<file path="src/rtl/lru_age_tracker_pkg.sv">
// lru_age_tracker_pkg: shared widths, FSM encoding and age type for the LRU age tracker
package lru_age_tracker_pkg;
  localparam int SET_W = 4;
  localparam int WAY_W = 3;
  localparam int NUM_SETS = 2 ** SET_W;
  localparam int NUM_WAYS = 2 ** WAY_W;
  typedef enum logic [1:0] {IDLE = 2'd0, SCAN = 2'd1, DONE = 2'd2} state_t;
  typedef logic [WAY_W-1:0] age_t;
endpackage

</file>
<file path="src/rtl/lru_age_tracker_age_gt_cmp.sv">
// age_gt_cmp: combinational strict greater-than between two ages
module age_gt_cmp
  import lru_age_tracker_pkg::*;
(
  input  age_t a_i,
  input  age_t b_i,
  output logic gt_o
);
  assign gt_o = a_i > b_i;
endmodule

</file>
<file path="src/rtl/lru_age_tracker.sv">
// lru_age_tracker: per-set LRU ages with 1-cycle updates and a sequential oldest-way victim scan
module lru_age_tracker
  import lru_age_tracker_pkg::*;
(
  input  logic             clk,
  input  logic             rst,
  input  logic             upd_valid_i,
  input  logic [SET_W-1:0] upd_set_i,
  input  logic [WAY_W-1:0] upd_way_i,
  input  logic             vic_valid_i,
  input  logic [SET_W-1:0] vic_set_i,
  output logic             ready_o,
  output logic             vic_done_o,
  output logic [WAY_W-1:0] vic_way_o
);
  state_t state_q, state_d;
  age_t age_q [NUM_SETS][NUM_WAYS];
  age_t row_d [NUM_WAYS];
  logic [SET_W-1:0] set_q, set_d;
  logic [WAY_W-1:0] idx_q, idx_d, best_way_q, best_way_d, vic_way_q, vic_way_d;
  age_t best_age_q, best_age_d, scan_age, old_age;
  logic vic_done_q, vic_done_d, gt, upd_fire, vic_fire;
  assign ready_o = state_q == IDLE;
  assign upd_fire = ready_o && upd_valid_i;
  assign vic_fire = ready_o && vic_valid_i && !upd_valid_i;
  assign vic_done_o = vic_done_q;
  assign vic_way_o = vic_way_q;
  assign old_age = age_q[upd_set_i][upd_way_i];
  assign scan_age = age_q[set_q][idx_q];
  for (genvar w = 0; w < NUM_WAYS; w++) begin : g_way
    assign row_d[w] = WAY_W'(w) == upd_way_i ? '0
                    : age_q[upd_set_i][w] < old_age ? age_q[upd_set_i][w] + 1'b1
                    : age_q[upd_set_i][w];
  end
  age_gt_cmp u_cmp (.a_i(scan_age), .b_i(best_age_q), .gt_o(gt));
  always_comb begin
    state_d = state_q;
    set_d = set_q;
    idx_d = idx_q;
    best_way_d = best_way_q;
    best_age_d = best_age_q;
    vic_way_d = vic_way_q;
    vic_done_d = 1'b0;
    case (state_q)
      IDLE: if (vic_fire) begin
        set_d = vic_set_i;
        idx_d = WAY_W'(1);
        best_way_d = '0;
        best_age_d = age_q[vic_set_i][0];
        state_d = SCAN;
      end
      SCAN: begin
        best_way_d = gt ? idx_q : best_way_q;
        best_age_d = gt ? scan_age : best_age_q;
        idx_d = idx_q + 1'b1;
        state_d = idx_q == WAY_W'(NUM_WAYS - 1) ? DONE : SCAN;
      end
      DONE: begin
        vic_way_d = best_way_q;
        vic_done_d = 1'b1;
        state_d = IDLE;
      end
      default: state_d = IDLE;
    endcase
  end
  always_ff @(posedge clk) begin
    if (rst) begin
      state_q <= IDLE;
      set_q <= '0;
      idx_q <= '0;
      best_way_q <= '0;
      best_age_q <= '0;
      vic_way_q <= '0;
      vic_done_q <= 1'b0;
    end else begin
      state_q <= state_d;
      set_q <= set_d;
      idx_q <= idx_d;
      best_way_q <= best_way_d;
      best_age_q <= best_age_d;
      vic_way_q <= vic_way_d;
      vic_done_q <= vic_done_d;
    end
  end
  always_ff @(posedge clk) begin
    if (rst) begin
      for (int s = 0; s < NUM_SETS; s++)
        for (int w = 0; w < NUM_WAYS; w++)
          age_q[s][w] <= age_t'(w);
    end else if (upd_fire) begin
      for (int w = 0; w < NUM_WAYS; w++)
        age_q[upd_set_i][w] <= row_d[w];
    end
  end
endmodule

</file>
<file path="config.mk">
export PLATFORM = sky130hd
export DESIGN_NAME = lru_age_tracker
export DESIGN_NICKNAME = d
export VERILOG_FILES = /design/src/rtl/lru_age_tracker_pkg.sv /design/src/rtl/lru_age_tracker_age_gt_cmp.sv /design/src/rtl/lru_age_tracker.sv
export SDC_FILE = /design/constraint.sdc
export NUM_CORES = 1
export LEC_CHECK = 0
export CORE_MARGIN = 2
export CORE_UTILIZATION = 65
export CTS_BUF_LIST = sky130_fd_sc_hd__clkbuf_2
export DETAILED_ROUTE_END_ITERATION = 8
export PLACE_DENSITY_LB_ADDON = 0.12
export SYNTH_ARGS = -nofsm -noshare
export SYNTH_HDL_FRONTEND = slang
export SYNTH_HIERARCHICAL = 1
export SYNTH_SLANG_ARGS = --single-unit
export TNS_END_PERCENT = 100
</file>
<file path="constraint.sdc">
create_clock -name clk -period 15.15 [get_ports clk]
set_input_delay 1.515 -clock clk [delete_from_list [all_inputs] [get_ports clk]]
set_output_delay 1.515 -clock clk [all_outputs]
set_load 0.01 [all_outputs]
</file>
* Word level (Yosys, flattened, before mapping)
Memories as Yosys holds them, arrays and structs flattened. A register that Yosys moved wholly into a read port is not among the register bits.
Index checks and enable logic that the tools add are counted.
** Storage, ports and cells
- Output and inout bits :: 5
- Memories :: 1
- Flip-flop bits (word level) :: 19
- Word-level logic and storage cells :: 97
- RAM bits :: 384
** Memories
- age_q :: words 16, width 24, read ports 3, clocked after memory_dff 1, write ports 16, line lru_age_tracker.sv:17 : age_t age_q [NUM_SETS][NUM_WAYS];
** Operators by class
- Mux-type cells :: 44
- Equal/unequal tests :: 12
- Bitwise operators :: 2
- Magnitude comparators :: 11
- Reduce and logical (&&, ||, !) cells :: 11
- Add/subtract/negate cells :: 9
** Operators with widths (count)
- $mux W3 :: 25
- $add A3 B1 Y3 const B :: 9
- $lt A3 B3 Y1 :: 8
- $mux W24 :: 1
- $reduce_or A24 Y1 :: 1
- $bmux W3 S3 :: 2
- $pmux W3 S2 :: 3
- $eq A3 B3 Y1 const A :: 4
- $mux W4 :: 3
- $ge A4 B4 Y1 const B :: 2
- $not A3 Y4 :: 2
- $mux W1 :: 7
- $eq A2 B3 Y1 const A :: 2
- $mux W2 :: 2
- $pmux W2 S2 :: 1
- $reduce_and A2 Y1 :: 2
- $eq A1 B3 Y1 const A :: 1
- $eq A3 B3 Y1 const B :: 1
- $gt A3 B3 Y1 :: 1
- $logic_and A1 B1 Y1 :: 3
- $logic_not A3 Y1 :: 1
- $reduce_and A3 Y1 :: 1
- $eq A2 B1 Y1 const B :: 1
- $eq A2 B2 Y1 const B :: 1
- 5 further kinds :: 5

* Depth between registers and ports, before layout
Gate-level depths: netlist of the first run.
- Depth in word-level cells :: 8
- Gate-level depth with buffers :: 19
- Depth with buffers taken out :: 13

* Hierarchy
Netlist of the first run, hierarchy kept.
** Modules (own cells, without submodules)
- lru_age_tracker :: seq. area each 11991.5 um^2, times used 1, cells an instance 1528, area an instance 22634.2 um^2
- age_gt_cmp :: seq. area each 0.0 um^2, times used 1, cells an instance 10, area an instance 72.6 um^2

* Least setup slack after synthesis of the first run
No wires, ideal clock.
- Path kind :: input-to-reg
- Start point :: input port upd_set_i[1]
- End point :: memory age_q[10][13] (netlist bit), data pin
- Data required time :: 14.882 ns
- Buffers on the path :: 6
- Stages on the path :: 17
- Setup slack :: 9.076 ns
- Arrival :: 5.806 ns
- Cells stage by stage :: buf_2 -> buf_2 -> buf_1 -> clkbuf_1 -> mux4_2 -> mux4_2 -> mux4_2 -> mux2i_1 -> ha_1 -> o21ai_0 -> nand2b_1 -> o41ai_1 -> mux2i_1 -> or2_2 -> clkbuf_1 -> buf_2 -> nand2_1
** RTL lines
- from (decl) :: line lru_age_tracker.sv:8 : input logic [SET_W-1:0] upd_set_i,
- to (decl) :: line lru_age_tracker.sv:17

==> results of run 1 <==
[cells in the final DEF (no fill, tap or decap), types with 8 or more instances in the layout]
master and count:
edfxtp_1 384, mux4_1 17, clkdlybuf4s50_1 15, nand2b_1 10, clkinv_1 21, nor2_1 97, o21ai_0 8, buf_4 31
nor3_2 15, ha_1 29, inv_1 13, and2_1 9, nor4_1 16, nor2b_1 11, mux2i_1 24, mux4_2 237
a21oi_1 20, mux2_2 9, nand2b_2 10, dfxtp_1 20, clkbuf_2 150, nor3_1 104, nand2_1 257
[per-stage QoR]
| stage | hold WS (ns) | setup slack (ns) | cell area, um^2 | instances | utilization (%) |
|---|---|---|---|---|---|
| final | 0.458 | 8.53 | 24000 | 2082 | 69.6 |
| after global routing | 0.481 | 8.29 | 24000 | 2080 | 69.5 |
| after CTS | 0.457 | 8.58 | 24000 | 2079 | 69.5 |
| after detailed placement | 0.440 | 7.46 | 23000 | 1896 | 66.7 |
| after global placement | 0.434 | 7.70 | 23000 | 1896 | 66.7 |
| after floorplan | 0.432 | 9.08 | 22700 | 1538 | - |
[worst max-delay path, cell delays in order]
cell and delay (ns):
buf_6 0.66, buf_4 0.68, mux4_1 0.65, mux4_2 0.62
mux4_2 0.48, mux2i_1 0.72, ha_1 0.44, nor2_1 0.12
nand3b_1 0.10, mux2i_1 0.12, a2111oi_4 1.05, nor3_1 0.13
[report_power, final]
part / total (W) / internal [W] / switching [W] / leakage [nW]
combinational: 0.000417 / 0.000139 / 0.000278 / 2.82
sequential: 0.00128 / 0.00126 / 0.0000218 / 3.50
clock: 0.000775 / 0.000316 / 0.000459 / 0.731
total: 0.00247 / 0.00171 / 0.000759 / 7.05
[path summary, 6_finish.rpt]
kind / to / slack (ns) / depth (start not counted)
setup reg to reg: best_way_q[0] / 9.39 / 14
setup / recovery: age_q[3][23] / 8.53 / 12
hold reg to reg: flip-flop / 0.46 / 2
hold / removal: flip-flop / 0.46 / 2
[final cells by class]
type / count / area, um^2 / share of cell area (%)
inverter: 13 / 48.8 / 0.204
multi-input combinational: 972 / 9970 / 41.6
tap: 455 / 569 / 2.38
antenna: 3 / 7.51 / 0.0313
clock inverter: 33 / 213 / 0.887
sequential: 407 / 12000 / 50.1
clock buffer: 150 / 751 / 3.13
timing repair buffer: 49 / 404 / 1.69
[state kept, by name (all words and copies together), names as in the netlist, named ones only]
register,count
idx_q,3
state_q,2
age_q,384
vic_way_o,3
best_age_q,3
set_q,4
best_way_q,3
vic_done_o,1
[cell families after synthesis]
family	after synthesis	share of synthesized area [%]
DFF	407	52.8
buffers and inverters	159	3.60
adders and majority gates	29	1.60
and+or+nand+nor	571	11.4
muxes	289	27.1
AOI/OAI and AO/OA	78	3.23
xor gates and xnor gates	5	0.226
[routing by layer]
layer | global-route usage (%) | wire length, um | share of wire (%) | vias to the layer above
li1 | - | - | - | 6157
met1 | 51.0 | 23200 | 35 | 7639
met2 | 58.3 | 31100 | 47 | 1245
met3 | 9.77 | 8930 | 13 | 234
met4 | 18.8 | 3210 | 4.8 | 0
met5 | 0 | 0 | 0 | -
==> impl_metrics.py, run 1 <==
metrics = {
    "min_path": {
        "hold_path.startpoint": "set_q[0]",
        "hold_path.class": "flip-flop to flip-flop",
    },
    "global_route": {
        "grt_usage_pct": 37.9,
        "grt_first_pass_wirelength_um": 96500,
        "grt_max_degree": 65,
        "grt_pass1_vias": 15093,
        "grt_antenna_before_repair": 4,
        "grt_overflow": 0,
    },
    "sta": {
        "drv_slew": 0,
        "clock_skew_ns": 0.0791,
        "max_freq_ghz": 0.151,
        "timing.final.crit_share_pct": 43.7,
        "setup_viol": 0,
        "slew_headroom_pct": 16.8,
        "tightest_slew_ns": 1.25,
        "rsz0062_at_grt": "no",
        "setup_tns_ns": 0,
        "finalCriticalPeriod_ns": 6.62,
        "hold_viol": 0,
    },
    "floorplan": {
        "die_w_um": 191,
        "start_util_pct": 65.9,
        "coreArea_um2": 34500,
        "die_h_um": 191,
        "dieArea_um2": 36400,
        "rows": 68,
        "ioPinCount": 20,
    },
    "finish": {
        "area_delta_synth_final_pct": 5.55,
        "final_nets": 1589,
        "fill_cells": 2363,
        "drive_above_1_share_pct": 31.8,
    },
    "drt": {
        "drt-wirelength-per-cell_um": 31.9,
        "drt_iter0_markers": 2239,
        "ant_nets": 0,
        "drt-pass1-iter-count": 9,
        "drcViolationCount": 0,
        "vias_per_cell": 7.34,
        "route.vias.total": 15275,
        "wl_um": 66400,
    },
    "synthesis": {
        "synth_flop_cell": "edfxtp_1",
        "post-synth-top-count-cell": "edfxtp_1",
        "synthesis.nets": 1582,
        "async_flop_share_pct": 0,
        "seq_area_frac_synth_pct": 52.8,
        "yosys_warnings": 6,
        "ys_seq_elements": 407,
        "syn_inst": 1538,
        "synth_area_um2": 22700,
        "yosysUniqueCellTypes": 76,
        "synth_top_area_cell": "edfxtp_1",
        "synth_area_leaders": "edfxtp_1, mux4_2, nand2_1, nor3_1, dfxtp_1",
        "syn_avg_cell_area_um2": 14.8,
        "synth-edff-count": 384,
        "yosys.area.top_type_share_pct": 50.8,
        "synth_common_cells": "edfxtp_1, nand2_1, mux4_2",
    },
    "worst_setup_path": {
        "setup.worst_path.end_class": "flip-flop",
        "cp.required_ns": 15.89,
        "critPathKind": "input pin to flip-flop",
        "cp_max_fo": 64,
        "cp-startpoint": "upd_set_i[0]",
        "crit_arrival_ns": 7.35,
        "startpoint_type": "input pin",
    },
    "clock_network": {
        "post_cts_resized": 0,
        "h-tree-depth": 3,
        "hold_buffers": 0,
        "cts_tree": "done",
        "cts_max_path_buffers": 3,
        "clk_latency_ns": 1.10,
        "clock_sinks": 407,
        "cts_inserted_buffers": 102,
        "cts_root_buf": "clkbuf_2",
        "cts_setup_buffers": 0,
        "clk_pin_slew_worst_paths_ns": 0.10,
    },
    "placement": {
        "gp_congestion": 0.884,
        "hpwlAfterDp_um": 38600,
        "io_buffers": 19,
    },
    "power_and_ir_drop": {
        "p_leak_nw": 7.05,
        "ir_drop_v": 0.0000523,
        "power.total_w": 0.00247,
        "p_per_area_nw_per_um2": 103,
    },
    "outcome": {
        "status": "complete, no violations",
    },
    "run": {
        "max_cap_viol_count": 0,
    },
}
No activity file was read; power rests on OpenSTA's default activity.
==> inputs of run 2 (changes only) <==
clock period = 6.3 ns   (was 15.15 ns; I/O delays follow)
==> impl_metrics.py, run 2 (synthesis gave the netlist of run 1 again) <==
metrics = {
    "outcome": {
        "status": "complete, no violations",
    },
    "drt": {
        "drt_iter0_markers": 2504,
        "ant_nets": 0,
        "wl_um": 68900,
        "drcViolationCount": 0,
        "drt-pass1-iter-count": 8,
        "vias_per_cell": 7.45,
        "drt-wirelength-per-cell_um": 32.8,
        "route.vias.total": 15668,
    },
    "finish": {
        "reg_top3": "age_q (384), set_q (4)",
        "area_delta_synth_final_pct": 6.47,
        "largest_register_ff_count": 384,
        "drive_above_1_share_pct": 33.1,
        "final_cell_mix": "edfxtp_1, nand2_1, mux4_2",
        "final_common_cell": "edfxtp_1",
        "final_nets": 1618,
        "stdcell_count": 2103,
        "largest-register": "age_q",
    },
    "worst_setup_path": {
        "cp_max_fo": 61,
        "cp.required_ns": 7.06,
        "critPathKind": "input pin to flip-flop",
        "crit_arrival_ns": 5.45,
        "setup.worst_path.end_class": "flip-flop",
        "startpoint_type": "input pin",
    },
    "clock_network": {
        "clk_pin_slew_worst_paths_ns": 0.09,
        "cts_root_buf": "clkbuf_2",
        "h-tree-depth": 3,
        "clk_latency_ns": 1.10,
        "cts_inserted_buffers": 104,
        "cts_max_path_buffers": 3,
        "post_cts_resized": 0,
        "cts_setup_buffers": 0,
        "cts_tree": "done",
        "hold_buffers": 0,
        "clock_sinks": 407,
    },
    "power_and_ir_drop": {
        "p_leak_nw": 7.19,
        "ir_drop_v": 0.000166,
        "p_per_area_nw_per_um2": 249,
        "power.total_w": 0.00601,
    },
    "global_route": {
        "grt_overflow": 0,
        "grt_pass1_vias": 15670,
        "grt_max_degree": 62,
        "grt_first_pass_wirelength_um": 100000,
        "grt_usage_pct": 39.5,
        "grt_antenna_before_repair": 2,
    },
    "sta": {
        "timing.final.crit_share_pct": 74.4,
        "setup_tns_ns": 0,
        "hold_viol": 0,
        "clock_skew_ns": 0.0707,
        "rsz0062_at_grt": "no",
        "tightest_slew_ns": 1.29,
        "slew_headroom_pct": 13.7,
        "finalCriticalPeriod_ns": 4.69,
        "setup_viol": 0,
        "max_freq_ghz": 0.213,
        "drv_slew": 0,
    },
    "run": {
        "max_cap_viol_count": 0,
    },
    "placement": {
        "hpwlAfterDp_um": 40700,
        "io_buffers": 19,
        "gp_congestion": 0.904,
        "dpl.cell_count": 1923,
    },
    "floorplan": {
        "coreArea_um2": 34500,
        "dieArea_um2": 36400,
        "start_util_pct": 65.9,
        "rows": 68,
        "ioPinCount": 20,
        "die_w_um": 191,
        "die_h_um": 191,
    },
    "min_path": {
        "hold_path.class": "input pin to flip-flop",
    },
}
run 2: where the power goes:
part           switching [W]  total, W  internal, W
logic               0.000689   0.00105     0.000360
registers          0.0000539   0.00307      0.00302
clock network        0.00111   0.00189     0.000777
run 2: area by class of cell:
type | instances | area (um^2)
clock inverters | 22 | 165
clock buffers | 157 | 786
flip-flops and latches | 407 | 12000
fillers | 2335 | 10300
inverters | 13 | 48.8
well taps | 455 | 569
multi-input cells | 972 | 9970
diodes | 1 | 2.50
repair buffers | 76 | 632
run 2: through the flow:
| step | instance area, um^2 | utilization, % | hold WS [ns] | setup WS, ns |
|---|---|---|---|---|
| detailed placement | 23200 | 67.4 | 0.447 | 0.631 |
| CTS | 24200 | 70.2 | 0.289 | 1.74 |
| floorplan | 22700 | - | 0.432 | 1.11 |
| finish | 24200 | 70.2 | 0.331 | 1.61 |
| global route | 24200 | 70.2 | 0.342 | 1.43 |
| global placement | 23200 | 67.4 | 0.434 | 0.805 |
run 2: worst paths after layout:
check	cells past startpoint	end	slack [ns]	startpoint
worst max-delay path	13	age_q[4][10]	1.61	upd_set_i[0]
worst min-delay path	3	flip-flop	0.33	vic_set_i[2]
worst max register to register	12	age_q[4][10]	1.61	age_q[15][22]
worst min register to register	2	flip-flop	0.46	set_q[0]
run 2: metal layers:
layer	global-route usage, %	up-vias	part of all wire, %
li1	-	6209	-
met2	60.3	1349	47
met5	0	-	0.019
met1	52.4	7818	33
met3	11.1	290	14
met4	20.7	2	5.5
run 2: worst max-delay path, cell delays in order:
cell and delay, ns:
buf_6 0.61, mux4_1 0.72, mux4_2 0.56, mux4_2 0.48
mux2i_1 0.44, buf_4 0.24, ha_1 0.25, o21ai_0 0.16
nand2b_1 0.09, o41a_1 0.18, mux2i_1 0.45, or2_1 0.45
nor2_1 0.09
